[src/rtl/arm_dp_sequencer.sv]
// Multi-cycle sequencer for ARM data-processing instructions: fetches a little-endian
// word one byte at a time, decodes it once, and drives the ALU and register file for one cycle.
module arm_dp_sequencer (
  input  logic        clk,
  input  logic        rst_n,
  input  logic [7:0]  mem_data,
  input  logic        mem_ready,
  output logic        mem_req,
  output logic [31:0] mem_addr,
  input  logic [3:0]  alu_flags,
  output logic [4:0]  alu_op,
  output logic        alu_s,
  output logic        alu_out_en,
  output logic [3:0]  rn_sel,
  output logic [3:0]  rd_sel,
  output logic [3:0]  rm_sel,
  output logic        rf_we,
  output logic        imm_en,
  output logic [31:0] imm_val,
  output logic [3:0]  cpsr_flags,
  output logic        instr_done,
  output logic        undef
);

  typedef enum logic [1:0] {FETCH, DECODE, EXEC} state_t;

  state_t      state;
  logic [1:0]  cnt;
  logic [31:0] pc;
  logic [23:0] instr_lo;
  logic        go_exec;
  logic        dec_s;
  logic        dec_we;

  logic [31:0] word;
  logic [3:0]  op;
  logic        writes_rd;
  logic        legal;
  logic        pass;
  logic [31:0] imm32;
  logic [63:0] imm_dbl;
  logic [31:0] imm_rot;

  function automatic logic cond_pass(input logic [3:0] cond, input logic [3:0] f);
    logic n, z, c, v;
    {n, z, c, v} = f;
    case (cond)
      4'h0:    return z;
      4'h1:    return !z;
      4'h2:    return c;
      4'h3:    return !c;
      4'h4:    return n;
      4'h5:    return !n;
      4'h6:    return v;
      4'h7:    return !v;
      4'h8:    return c && !z;
      4'h9:    return !c || z;
      4'hA:    return n == v;
      4'hB:    return n != v;
      4'hC:    return !z && (n == v);
      4'hD:    return z || (n != v);
      4'hE:    return 1'b1;
      default: return 1'b0;
    endcase
  endfunction

  // Decode works on the word as it completes, so DECODE-cycle outputs come straight from registers.
  always_comb begin
    word      = {mem_data, instr_lo};
    op        = word[24:21];
    writes_rd = (op[3:2] != 2'b10);
    legal     = (word[27:26] == 2'b00) && (word[31:28] != 4'hF)
                && (word[25] || (word[11:4] == 8'h00))
                && (writes_rd ? (word[15:12] != 4'hF) : word[20]);
    pass      = cond_pass(word[31:28], cpsr_flags);
    imm32     = {24'h000000, word[7:0]};
    imm_dbl   = {imm32, imm32} >> {word[11:8], 1'b0};
    imm_rot   = imm_dbl[31:0];
  end

  assign mem_req  = rst_n && (state == FETCH);
  assign mem_addr = pc + {30'b0, cnt};

  always_ff @(posedge clk or negedge rst_n) begin
    if (!rst_n) begin
      state      <= FETCH;
      cnt        <= '0;
      pc         <= '0;
      instr_lo   <= '0;
      go_exec    <= 1'b0;
      dec_s      <= 1'b0;
      dec_we     <= 1'b0;
      alu_op     <= '0;
      alu_s      <= 1'b0;
      alu_out_en <= 1'b0;
      rn_sel     <= '0;
      rd_sel     <= '0;
      rm_sel     <= '0;
      rf_we      <= 1'b0;
      imm_en     <= 1'b0;
      imm_val    <= '0;
      cpsr_flags <= '0;
      instr_done <= 1'b0;
      undef      <= 1'b0;
    end else begin
      case (state)
        FETCH: begin
          if (mem_ready) begin
            cnt <= cnt + 2'd1;
            case (cnt)
              2'd0: instr_lo[7:0]   <= mem_data;
              2'd1: instr_lo[15:8]  <= mem_data;
              2'd2: instr_lo[23:16] <= mem_data;
              default: begin
                state      <= DECODE;
                alu_op     <= (op == 4'b1101) ? 5'b10000 : {1'b0, op};
                rn_sel     <= word[19:16];
                rd_sel     <= word[15:12];
                rm_sel     <= word[3:0];
                imm_en     <= word[25];
                imm_val    <= word[25] ? imm_rot : '0;
                go_exec    <= legal && pass;
                dec_s      <= word[20];
                dec_we     <= writes_rd;
                instr_done <= !(legal && pass);
                undef      <= !legal;
              end
            endcase
          end
        end
        DECODE: begin
          undef <= 1'b0;
          if (go_exec) begin
            state      <= EXEC;
            alu_out_en <= 1'b1;
            alu_s      <= dec_s;
            rf_we      <= dec_we;
            instr_done <= 1'b1;
          end else begin
            // Skipped or undefined: step over the word without touching ALU or register file.
            state      <= FETCH;
            pc         <= pc + 32'd4;
            instr_done <= 1'b0;
            alu_op     <= '0;
            rn_sel     <= '0;
            rd_sel     <= '0;
            rm_sel     <= '0;
            imm_en     <= 1'b0;
            imm_val    <= '0;
          end
        end
        EXEC: begin
          if (alu_s)
            cpsr_flags <= alu_flags;
          state      <= FETCH;
          pc         <= pc + 32'd4;
          alu_op     <= '0;
          alu_s      <= 1'b0;
          alu_out_en <= 1'b0;
          rn_sel     <= '0;
          rd_sel     <= '0;
          rm_sel     <= '0;
          rf_we      <= 1'b0;
          imm_en     <= 1'b0;
          imm_val    <= '0;
          instr_done <= 1'b0;
        end
        default: state <= FETCH;
      endcase
    end
  end

endmodule

[config.mk]
export PLATFORM = sky130hd
export DESIGN_NAME = arm_dp_sequencer
export DESIGN_NICKNAME = d
export VERILOG_FILES = /design/src/rtl/arm_dp_sequencer.sv
export SDC_FILE = /design/constraint.sdc
export NUM_CORES = 1
export LEC_CHECK = 0
export CORE_AREA = 3 3 122 124
export CTS_BUF_LIST = sky130_fd_sc_hd__clkbuf_4
export DETAILED_ROUTE_END_ITERATION = 7
export DIE_AREA = 0 0 125 127
export PLACE_DENSITY_LB_ADDON = 0.1
export REMOVE_ABC_BUFFERS = 1
export SETUP_SLACK_MARGIN = 0.1
export SLEW_MARGIN = 0
export SYNTH_ARGS = -nofsm -noshare
export SYNTH_HDL_FRONTEND = slang
export SYNTH_SLANG_ARGS = --single-unit
export TNS_END_PERCENT = 20
[constraint.sdc]
create_clock -name clk -period 2.35 [get_ports clk]
set_input_delay 0.47 -clock clk [delete_from_list [all_inputs] [get_ports clk]]
set_output_delay 0.47 -clock clk [all_outputs]
set_load 0.03 [all_outputs]
== Yosys cells after proc, flatten, opt, wreduce, memory -nomap -nowiden ==
Cells that the tools add are included.

* Add/sub/neg operators: 3
* Multipliers: 0
* Divide/modulo/power cells: 0
* $lt $le $gt $ge: 0
* Eq/ne operators: 28
* Shifts and indexed selects: 1
* Multiplexer cells: 45
* Bitwise logic cells: 1
* Reductions and logical operators: 37

{| class="wikitable"
|+ Operator list
! operator !! count
|-
| 32-bit 2-to-1 mux || 5
|-
| 32-bit one-hot mux with 3 select lines || 1
|-
| 32-bit one-hot mux with 2 select lines || 1
|-
| 40-bit by 5-bit >> shifter with 32-bit output || 1
|-
| 4-bit one-hot mux with 3 select lines || 3
|-
| 32-bit by 2-bit adder with 32-bit output || 1
|-
| 32-bit by 3-bit adder with 32-bit output (second input constant) || 1
|-
| 4-bit equality test (second input constant) || 8
|-
| 4-bit 2-to-1 mux || 7
|-
| 5-bit 2-to-1 mux || 4
|-
| 3-bit AND reduction || 6
|-
| 4-bit by 3-bit equality test with 1-bit output (second input constant) || 4
|-
| 1-bit one-hot mux with 15 select lines || 1
|-
| 5-bit one-hot mux with 3 select lines || 1
|-
| 1-bit 2-to-1 mux || 12
|-
| 2-bit inequality test (second input constant) || 5
|-
| 2-bit AND reduction || 5
|-
| 4-bit by 2-bit equality test with 1-bit output (second input constant) || 2
|-
| 8-bit zero test || 1
|-
| 4-bit inequality test (second input constant) || 2
|-
| 1-bit one-hot mux with 2 select lines || 4
|-
| 1-bit logical AND || 7
|-
| 1-bit zero test || 6
|-
| 2-bit zero test || 3
|-
| other kinds (16) || 24
|}

* Register bits after elaboration: 122
* Latch bits: 0
* Memory bits (writable): 0
* Memory bits (read-only): 0
* Bits of input ports: 15
* Memories kept: 0

== Longest topological paths before layout ==
Gate-level depths: netlist of the first run.

* Depth after elaboration: 9
* Gate-level depth with buffers: 10
* Mapped depth without buffers: 7

== Worst setup path before layout of the first run ==
OpenSTA, ideal clock, no wires.

* Path type: register to register
* Start: register state[0]
* End: register pc[27]
* Library setup time: 133 ps
* Data arrival time: 1899 ps
* Data required time: 2217 ps
* Slack: 317 ps
* Cell stages (with the launch flop): 8
* Clock period less this slack: 2033 ps
* Cells stage by stage: dfrtp_1 -> inv_1 -> ha_1 -> a21boi_4 -> nand4_4 -> nor4_4 -> nand3_1 -> xnor2_1

* Longest elaborated chain between the ends: 3
* Elaborated cells on any way between the ends: 6
* Those cells by class: eq/ne: 3; mux: 1; reduce/logical: 2

{| class="wikitable"
|+ Ends and longest elaborated chain
! item !! RTL line !! RTL
|-
| from (decl) || 27 || <nowiki>state_t state;</nowiki>
|-
| from (signal assigned) || 86 || <nowiki>state <= FETCH;</nowiki>
|-
| from (signal assigned) || 115 || <nowiki>state <= DECODE;</nowiki>
|-
| from (signal assigned) || 134 || <nowiki>state <= EXEC;</nowiki>
|-
| 2-bit by 1-bit equality test with 1-bit output / 2-bit equality test (equally long branches) || 106 || <nowiki>case (state)</nowiki>
|-
| 2-bit inequality test (no line) / 2-bit nonzero test (equally long branches) || - ||
|-
| 2-bit AND reduction (no line) || - ||
|-
| to (signal assigned) || 142 || <nowiki>pc <= pc + 32'd4;</nowiki>
|-
| to (signal assigned) || 156 || <nowiki>pc <= pc + 32'd4;</nowiki>
|-
| to (decl) || 29 || <nowiki>logic [31:0] pc;</nowiki>
|}

Several ways; a longest one is shown, not always the timed one.
A chain may end at the register's enable or synchronous reset.

== Final worst setup path of the first run ==
* Start: register pc[3]
* End: output port mem_addr[3]

* Longest elaborated chain between the ends: 1

{| class="wikitable"
|+ Ends and longest elaborated chain
! item !! RTL line !! RTL
|-
| 32-bit by 2-bit adder with 32-bit output || 82 || <nowiki>assign mem_addr = pc + {30'b0, cnt};</nowiki>
|-
| to (decl) || 9 || <nowiki>output logic [31:0] mem_addr,</nowiki>
|}

Every way passes these cells.

==> metrics.cfg, run 1 <==
[critical_path]
worstPathCellList=clkdlybuf4s50_1
r2r_end=pc[21]
crit_path_start_kind=flop
cpPeakStageDelay_ns=0.71
rrSetupSlack_ns=0.22
cpMaxStageDelayCell=clkdlybuf4s50_1
critical_path_class=flop to output pin
worstPathMaxFanout=5
r2r_start=state[0]
ff2ff_path_depth=7
cp.depth=1
crit_required_ns=1.88
endpoint_kind=output pin
path_buf_inv=1
crit_family=buffers and inverters
worstPathArrival_ns=1.71

[cells_and_area]
syn2layout_area_growth_pct=30.1
postLayoutCoreUtil_pct=52.0
nets=648
finalNonFillerCells=818
drive_gt1_share_pct=17.3

[sta]
layout_worst_path_cycle_share_pct=92.7
max_freq_mhz=459
rsz0062_at_grt=yes
fin_skew_ns=0.0138
hold_viol_final=0
whs_ns=0.0896
setup_viol=0
tightest_slew_ns=0.635
slew_headroom_pct=57.7
fin_crit_ns=2.18
drv_slew=0

[global_routing]
grtUsageTotal_pct=17.1
grt_pass1_vias=4123
grt_overflow=0
grt_pass1_wl_um=21700
grt_max_degree=121
grt_antenna_before_repair=1

[cts]
clk_pin_slew_ns=0.10
cts_buffer_depth=2
cts_sinks=120
cts_made_buffers=17
clock_latency_ns=0.53
cts.htree.levels=4
clock-root-buffer=clkbuf_4
cts_hold_buf=0
cts_tree=built

[die]
die_y_um=127
dieArea_um2=15900
die_w_um=125
coreArea_um2=13900
start_util_pct=40.0
design.portCount=107
row_count=43

[logic_synthesis]
netlist_top_cells_count=dfrtp_1 (120), nand2_1 (66), o21ai_0 (37)
synth_area_leaders=dfrtp_1 (54%), mux2_2 (7.3%), nand2_1 (4.5%)
synth_cell_types=53
synth_edf_count=0
ys_ff_latch=120
synth_flop_cell=dfrtp_1
yosysTopAreaCell=dfrtp_1
yosysSeqAreaShare_pct=54.1
netlist_area_um2=5550
yosys_warnings=0
syn_inst=495
yosysMostFrequentCell=dfrtp_1
avgSynthCellArea_um2=11.2
synth-async-reset-ratio_pct=100
yosysTopAreaCellShare_pct=54.1

[route]
drt_iter0_drc=231
wirelength_um=13100
dr.pass1.iters=5
wl_per_cell_um=16.0
drc=0
vias_per_cell=5.11
vias=4176
postRouteAntennaNets=0

[run]
maxCapViolCount=0

[status]
outcome=completed

[power]
cellLeakagePower_nw=3.12
total_power_mw=8.78
peakVddDrop_mv=0.449
power_density_nw_per_um2=1220

[placement]
hpwl_um=9460
gp_congestion=0.818
portBuffers=106
placedCellCount=784

[min_path]
hp-class=input port to asynchronous set/reset pin

-- where the power goes --
part | switching [mW] | internal [mW]
Clock | 0.741 | 0.644
Sequential | 0.625 | 2.71
Combinational | 2.30 | 1.75
-- flip-flops by register name, summed over array words and instances (netlist names), 4 cells and up --
signal	count
cpsr_flags	4
pc	30
alu_op	5
instr_lo	24
rm_sel	4
rn_sel	4
rd_sel	4
imm_val	32
-- repair_timing --
item	CTS	global route
pin swaps	0	1
setup endpoints to repair	1	33
resized for setup	1	4
buffers inserted	0	1
-- layout by cell type (no fill, tap or decap), drive strengths merged, types with 9 or more instances in the layout --
cell and n:
xnor2 25, nand2 67, nand3 20, clkinv 9, nor2 16, mux2 36
nand2b 17, clkdlybuf4s50 103, o21ai 39, nand4 9, buf 28, ha 9
nor3 9, dfrtp 120, clkbuf 20
-- layout make-up --
| cell class | instances | area [µm²] |
|---|---|---|
| well taps | 180 | 225 |
| inverters | 8 | 30.0 |
| diodes | 1 | 2.50 |
| clock inverters | 12 | 109 |
| fillers | 1309 | 6660 |
| clock buffers | 20 | 150 |
| repair buffers | 132 | 1260 |
| multi-input cells | 345 | 2430 |
| flip-flops and latches | 120 | 3000 |
-- per-layer routing --
layer	vias to the layer above	routed length, µm	GRT usage (%)
li1	2022	-	-
met1	2043	6130	23.4
met2	94	6250	26.5
met3	17	502	4.06
met4	0	211	6.44
met5	-	0	0
-- cells by family (layout without fill, tap and decap cells) --
family	count (synthesis)	after routing	share of synthesized area [%]
AO/OA/AOI/OAI	90	90	11.2
XOR/XNOR	33	33	5.21
adder cells (fa/ha/maj)	9	9	2.03
buffers and inverters	30	172	2.44
flip-flops	120	120	54.1
multiplexers	42	42	8.39
other	0	1	0
AND/OR/NAND/NOR	171	171	16.6
-- worst register-to-register path, cell delays in order, from the launching register on --
cell	delay, ns
dfrtp_1	0.41
inv_1	0.08
ha_1	0.34
a21boi_4	0.29
nand4_4	0.20
nor3_1	0.40
nand3_1	0.14
xnor2_1	0.14
-- how the worst max path moves through the flow --
| stage | from | end | slack, ns |
|---|---|---|---|
| 2_1_floorplan | cnt[0] | imm_val[17] | -0.64 |
| 3_3_place_gp | mem_data[6] | go_exec | 0.01 |
| 3_5_place_dp | mem_data[6] | go_exec | -0.04 |
| 5_1_grt | state[0] | pc[21] | 0.03 |
| 6_report | pc[3] | mem_addr[3] | 0.17 |
| 4_1_cts | pc[3] | mem_addr[3] | 0.10 |
-- metrics by stage --
stage	setup WS [ns]	setup TNS (ns)	instance area (µm²)
3_3_place_gp	0.0117	0	6930
4_1_cts	0.102	0	7180
2_1_floorplan	-0.639	-16.07	5440
6_report	0.171	0	7220
5_1_grt	0.0321	0	7220
3_5_place_dp	-0.0391	-0.0391	6930
(Power assumes the default switching activity.)
==> run 2, diff against run 1 <==
- CORE_AREA: 3 3 122 124 -> 3 3 145 105
- DIE_AREA: 0 0 125 127 -> 0 0 148 108
- HOLD_SLACK_MARGIN: not set -> 0.02
==> run 2 against run 1 <==
Final cell count rose by 0.73%. Maximum frequency rose by 0.69%. Largest power group unchanged. Sequential power about the same. Critical path depth stayed put. Register-to-register slack worse by 0.02 ns.
==> metrics.cfg, run 2 (synthesized netlist as in run 1, its figures left out) <==
[critical_path]
worstPathMaxFanout=7  ; +2
critical_path_class=flop to output pin
cpPeakStageDelay_ns=0.72  ; about the same
crit_family=buffers and inverters
crit_path_start_kind=flop
endpoint_kind=output pin
cpMaxStageDelayCell=clkdlybuf4s50_1
path_buf_inv=1  ; unchanged
worstPathArrival_ns=1.69  ; -0.02 ns
worstPathCellList=clkdlybuf4s50_1
crit_required_ns=1.88  ; about the same

[cts]
cts_buffer_depth=2  ; unchanged
cts_tree=built
cts.htree.levels=4  ; unchanged
cts_resized=0  ; -1
cts_setup_buffers=0  ; unchanged
cts_made_buffers=17  ; unchanged
cts_sinks=120  ; unchanged
clk_pin_slew_ns=0.11  ; about the same
clock_latency_ns=0.50  ; -0.03 ns
cts_hold_buf=0  ; unchanged
clock-root-buffer=clkbuf_4

[run]
maxCapViolCount=0  ; unchanged

[route]
vias=4220  ; +1.1%
drc=0  ; unchanged
drt_iter0_drc=211  ; -8.7%
wirelength_um=13200  ; +0.80%
wl_per_cell_um=16.0  ; about the same
postRouteAntennaNets=0  ; unchanged
vias_per_cell=5.12  ; +0.32%
dr.pass1.iters=5  ; unchanged

[power]
p_sw_share_pct=42.6  ; +0.74 points
combinationalPowerShare_pct=45.9  ; -0.3 points
cellLeakagePower_nw=3.09  ; -0.74%
seq_power_share_pct=37.9  ; about the same
total_power_mw=8.89  ; +1.3%
power_density_nw_per_um2=1230  ; +1.2%
clockPowerShare_pct=16.2  ; +0.4 points
power.internal_mw=5.11  ; about the same
peakVddDrop_mv=0.610  ; +36%
p_switching_mw=3.78  ; +3.0%

[min_path]
hp-class=input port to asynchronous set/reset pin

[die]
start_util_pct=40.0  ; about the same
coreArea_um2=13900  ; about the same
die_y_um=108  ; -15%
die_w_um=148  ; +18%
row_count=36  ; -16%
design.portCount=107  ; unchanged
dieArea_um2=16000  ; +0.69%

[cells_and_area]
largest_reg_flops=32  ; unchanged
drive_gt1_share_pct=17.2  ; -0.076 points
diodes=0  ; -1
syn2layout_area_growth_pct=30.1  ; about the same
nets=645  ; -0.46%
reg_top3=imm_val x32, pc x30, instr_lo x24
design_area_um2=7220  ; about the same
final.fill_count=1277  ; -2.4%
largest-register=imm_val
layout_commonest_cell=dfrtp_1
postLayoutCoreUtil_pct=52.0  ; +0.055 points
layout_common_cells=dfrtp_1 (120), clkdlybuf4s50_1 (104), nand2_1 (66), o21ai_0 (37), mux2_2 (36)

[global_routing]
grt_pass1_wl_um=22000  ; +1.7%
grt_max_degree=121  ; unchanged
grt_overflow=0  ; unchanged
grt_antenna_before_repair=0  ; -1
grt_pass1_vias=4142  ; +0.46%
grtUsageTotal_pct=17.2  ; +0.16 points

[sta]
max_freq_mhz=462  ; +0.69%
fin_setup_tns_ns=0  ; unchanged
setup_viol=0  ; unchanged
tightest_slew_ns=0.645  ; +0.0103 ns
hold_viol_final=0  ; unchanged
whs_ns=0.107  ; +0.0172 ns
layout_worst_path_cycle_share_pct=92.1  ; -0.64 points
fin_skew_ns=0.0167  ; +0.00289 ns
rsz0062_at_grt=yes
drv_slew=0  ; unchanged
slew_headroom_pct=57.0  ; -0.69 points
fin_crit_ns=2.16  ; -0.0150 ns

[placement]
place_area_um2=6920  ; about the same
hpwl_um=9490  ; +0.35%
portBuffers=106  ; unchanged
gp_congestion=0.819  ; +0.17%

[status]
outcome=completed

run 2: power by group through the flow:
stage | Clock [mW] | Sequential [mW] | Combinational (mW)
CTS | 1.48 | 3.37 | 4.11
global placement | 0 | 3.40 | 4.04
detailed placement | 0 | 3.41 | 4.09
global route | 1.58 | 3.48 | 4.45
floorplan | 0 | 4.07 | 1.70
finish | 1.44 | 3.37 | 4.08
run 2: cell type report:
| class | count | area [µm²] | share of cell area, % |
|---|---|---|---|
| Tap cell | 190 | 238 | 3.29 |
| Clock inverter | 13 | 131 | 1.82 |
| Sequential cell | 120 | 3000 | 41.6 |
| Multi-Input combinational cell | 345 | 2430 | 33.7 |
| Timing Repair Buffer | 129 | 1240 | 17.2 |
| Clock buffer | 19 | 143 | 1.98 |
| Inverter | 8 | 30.0 | 0.416 |
run 2: worst paths after layout:
kind | cells past startpoint | slack (ns) | to | from
max reg2reg | 7 | 0.20 | pc[29] | state[0]
max in group asynchronous | 2 | 1.74 | rm_sel[3] | rst_n
min reg2reg | 2 | 0.48 | rn_sel[1] | rn_sel[1]
min | 2 | 0.11 | alu_op[2] | rst_n
min in group clk | 2 | 0.48 | rn_sel[1] | rn_sel[1]
max | 1 | 0.19 | cpsr_flags[3] | cpsr_flags[3]
run 2: stage by stage:
step,instances,worst slack (ns)
after detailed placement,792,-0.0314
after floorplan,473,-0.639
final,824,0.186
after global placement,792,0.0220
after CTS,824,0.135
after global routing,824,0.0309
run 2: per-layer routing:
layer	up-vias	track usage (%)	part of all wire (%)
met3	6	5.45	6.1
met2	122	24.3	43
met1	2080	26.1	51
li1	2012	-	-
met5	-	0	0
met4	0	3.16	0.46
==> run 3, diff against run 2 <==
- CORE_AREA: 3 3 145 105 -> 3 3 126 91
- DIE_AREA: 0 0 148 108 -> 0 0 129 94
==> run 3 against run 2 <==
Core utilization increased by 17 points. Power decreased by 0.50%. Setup slack got worse by 0.034 ns. Largest cell class unchanged. Routed wire length decreased by 2.7%. Critical path depth unchanged.
==> metrics.cfg, run 3 (synthesized netlist as in run 1, its figures left out) <==
[status]
outcome=completed

[sta]
hold_viol_final=0  ; unchanged
drv_slew=0  ; unchanged
setup_viol=0  ; unchanged
whs_ns=0.0297  ; -0.0771 ns
tightest_slew_ns=0.647  ; +0.00139 ns
fin_ws_ns=0.152  ; -0.0339 ns
layout_worst_path_cycle_share_pct=93.5  ; +1.4 points
fin_crit_ns=2.20  ; +0.0339 ns
rsz0062_at_grt=yes
slew_headroom_pct=56.9  ; -0.093 points
fin_skew_ns=0.0120  ; -0.00468 ns
max_freq_mhz=455  ; -1.5%

[route]
vias=4248  ; +0.66%
wirelength_um=12900  ; -2.7%
drc=0  ; unchanged
dr.pass1.iters=4  ; -1
wl_per_cell_um=16.6  ; +3.9%
drt_iter0_drc=236  ; +12%
vias_per_cell=5.50  ; +7.4%
postRouteAntennaNets=0  ; unchanged

[die]
dieArea_um2=12100  ; -24%
die_w_um=129  ; -13%
coreArea_um2=10300  ; -26%
start_util_pct=53.8  ; +14 points
design.portCount=107  ; unchanged
die_y_um=94  ; -13%
row_count=31  ; -14%

[critical_path]
cpPeakStageDelay_ns=0.73  ; about the same
critical_path_class=flop to output pin
endpoint_kind=output pin
path_buf_inv=1  ; unchanged
crit_family=buffers and inverters
crit_required_ns=1.88  ; about the same
r2r_start=state[0]
cpMaxStageDelayCell=clkdlybuf4s50_1
worstPathCellList=clkdlybuf4s50_1
worstPathArrival_ns=1.73  ; +0.04 ns
cp-startpoint=cpsr_flags[3]
crit_path_start_kind=flop
worstPathMaxFanout=7  ; unchanged

[global_routing]
grt_pass1_vias=4227  ; +2.1%
grt_overflow=0  ; unchanged
grt_antenna_before_repair=0  ; unchanged
grtUsageTotal_pct=22.8  ; +5.6 points
grt_max_degree=121  ; unchanged
grt_pass1_wl_um=21700  ; -1.7%

[cells_and_area]
reg_top3=imm_val x32, pc x30, instr_lo x24
largest-register=imm_val
diodes=0  ; unchanged
syn2layout_area_growth_pct=29.2
multi_input_area_um2=2420  ; -0.26%
drive_gt1_share_pct=17.3  ; +0.15 points
final.fill_count=788  ; -38%
regArea_um2=3000  ; unchanged
layout_commonest_cell=dfrtp_1
layout_common_cells=dfrtp_1 (120), clkdlybuf4s50_1 (103), nand2_1 (66), o21ai_0 (37), mux2_2 (36)
nets=651  ; +0.93%
largest_reg_flops=32  ; unchanged

[power]
cellLeakagePower_nw=3.11  ; +0.69%
peakVddDrop_mv=0.668  ; +9.5%
power_density_nw_per_um2=1230  ; +0.20%

[cts]
cts_hold_buf=0  ; unchanged
clock_latency_ns=0.52  ; +0.02 ns
clk_pin_slew_ns=0.09  ; -0.02 ns
cts_tree=built
cts_sinks=120  ; unchanged
cts_made_buffers=17  ; unchanged
cts.htree.levels=4  ; unchanged
cts_buffer_depth=2  ; unchanged
clock-root-buffer=clkbuf_4

[placement]
dpl_worst_slack_ns=-0.120  ; -0.0888 ns
hpwl_um=9280  ; -2.2%
portBuffers=106  ; unchanged
gp_congestion=0.868  ; +5.9%

[run]
maxCapViolCount=0  ; unchanged

[min_path]
hp-class=input port to asynchronous set/reset pin

run 3: changes by cell type in the layout (fill, tap and decap cells not counted), moves of 2 or more:
cell | previous run | this run
clkinv_1 | 1 | 5
clkinvlp_4 | 4 | 2
buf_4 | 23 | 30
clkinv_4 | 2 | 0
run 3: timing repair:
action | 4_1_cts | 5_1_grt
endpoints found under the setup margin | 1 | 17
setup buffers | 1 | 1
pin swaps | 0 | 1
gates resized for setup | 0 | 4
run 3: power by group:
| part | leakage [nW] | total (mW) | internal, mW | switching, mW |
|---|---|---|---|---|
| sequential | 1.56 | 3.34 | 2.71 | 0.624 |
| clock | 0.140 | 1.38 | 0.642 | 0.740 |
| combinational | 1.41 | 4.12 | 1.77 | 2.35 |
| total | 3.11 | 8.84 | 5.13 | 3.72 |
run 3: final timing paths:
check                                end  slack (ns)  cells past startpoint
hold / removal                    pc[10]        0.03                      2
hold reg to reg                   pc[31]        0.48                      1
max in group asynchronous         imm_en        1.81                      2
setup / recovery           cpsr_flags[3]        0.15                      1
min in group clk                  pc[31]        0.48                      1
setup reg to reg              imm_val[7]        0.20                      7
run 3: metal layers:
metal	up-vias	wire length, µm	part of all wire, %	global-route usage (%)
li1	2029	-	-	-
met1	2088	6290	49	33.9
met2	123	5770	45	33.2
met3	8	703	5.5	5.45
met4	0	82	0.64	6.82
met5	-	0	0	0
run 3: final cells by class:
cell class | count | area share, %
clock inverters | 12 | 1.52
flip-flops and latches | 120 | 41.9
clock buffers | 20 | 2.09
inverters | 8 | 0.419
well taps | 132 | 2.30
repair buffers | 135 | 18.0
multi-input cells | 345 | 33.8
run 3: metrics by stage:
| step | power, mW | std cells | utilization (%) | setup TNS (ns) | area, µm² |
|---|---|---|---|---|---|
| finish | 8.84 | 772 | 69.5 | 0 | 7170 |
| global route | 9.44 | 772 | 69.5 | 0 | 7170 |
| CTS | 8.89 | 771 | 69.3 | 0 | 7150 |
| detailed placement | 7.47 | 738 | 66.7 | -0.148 | 6880 |
| global placement | 7.36 | 738 | 66.7 | -0.0364 | 6880 |
| floorplan | 5.77 | 473 | - | -16.07 | 5440 |
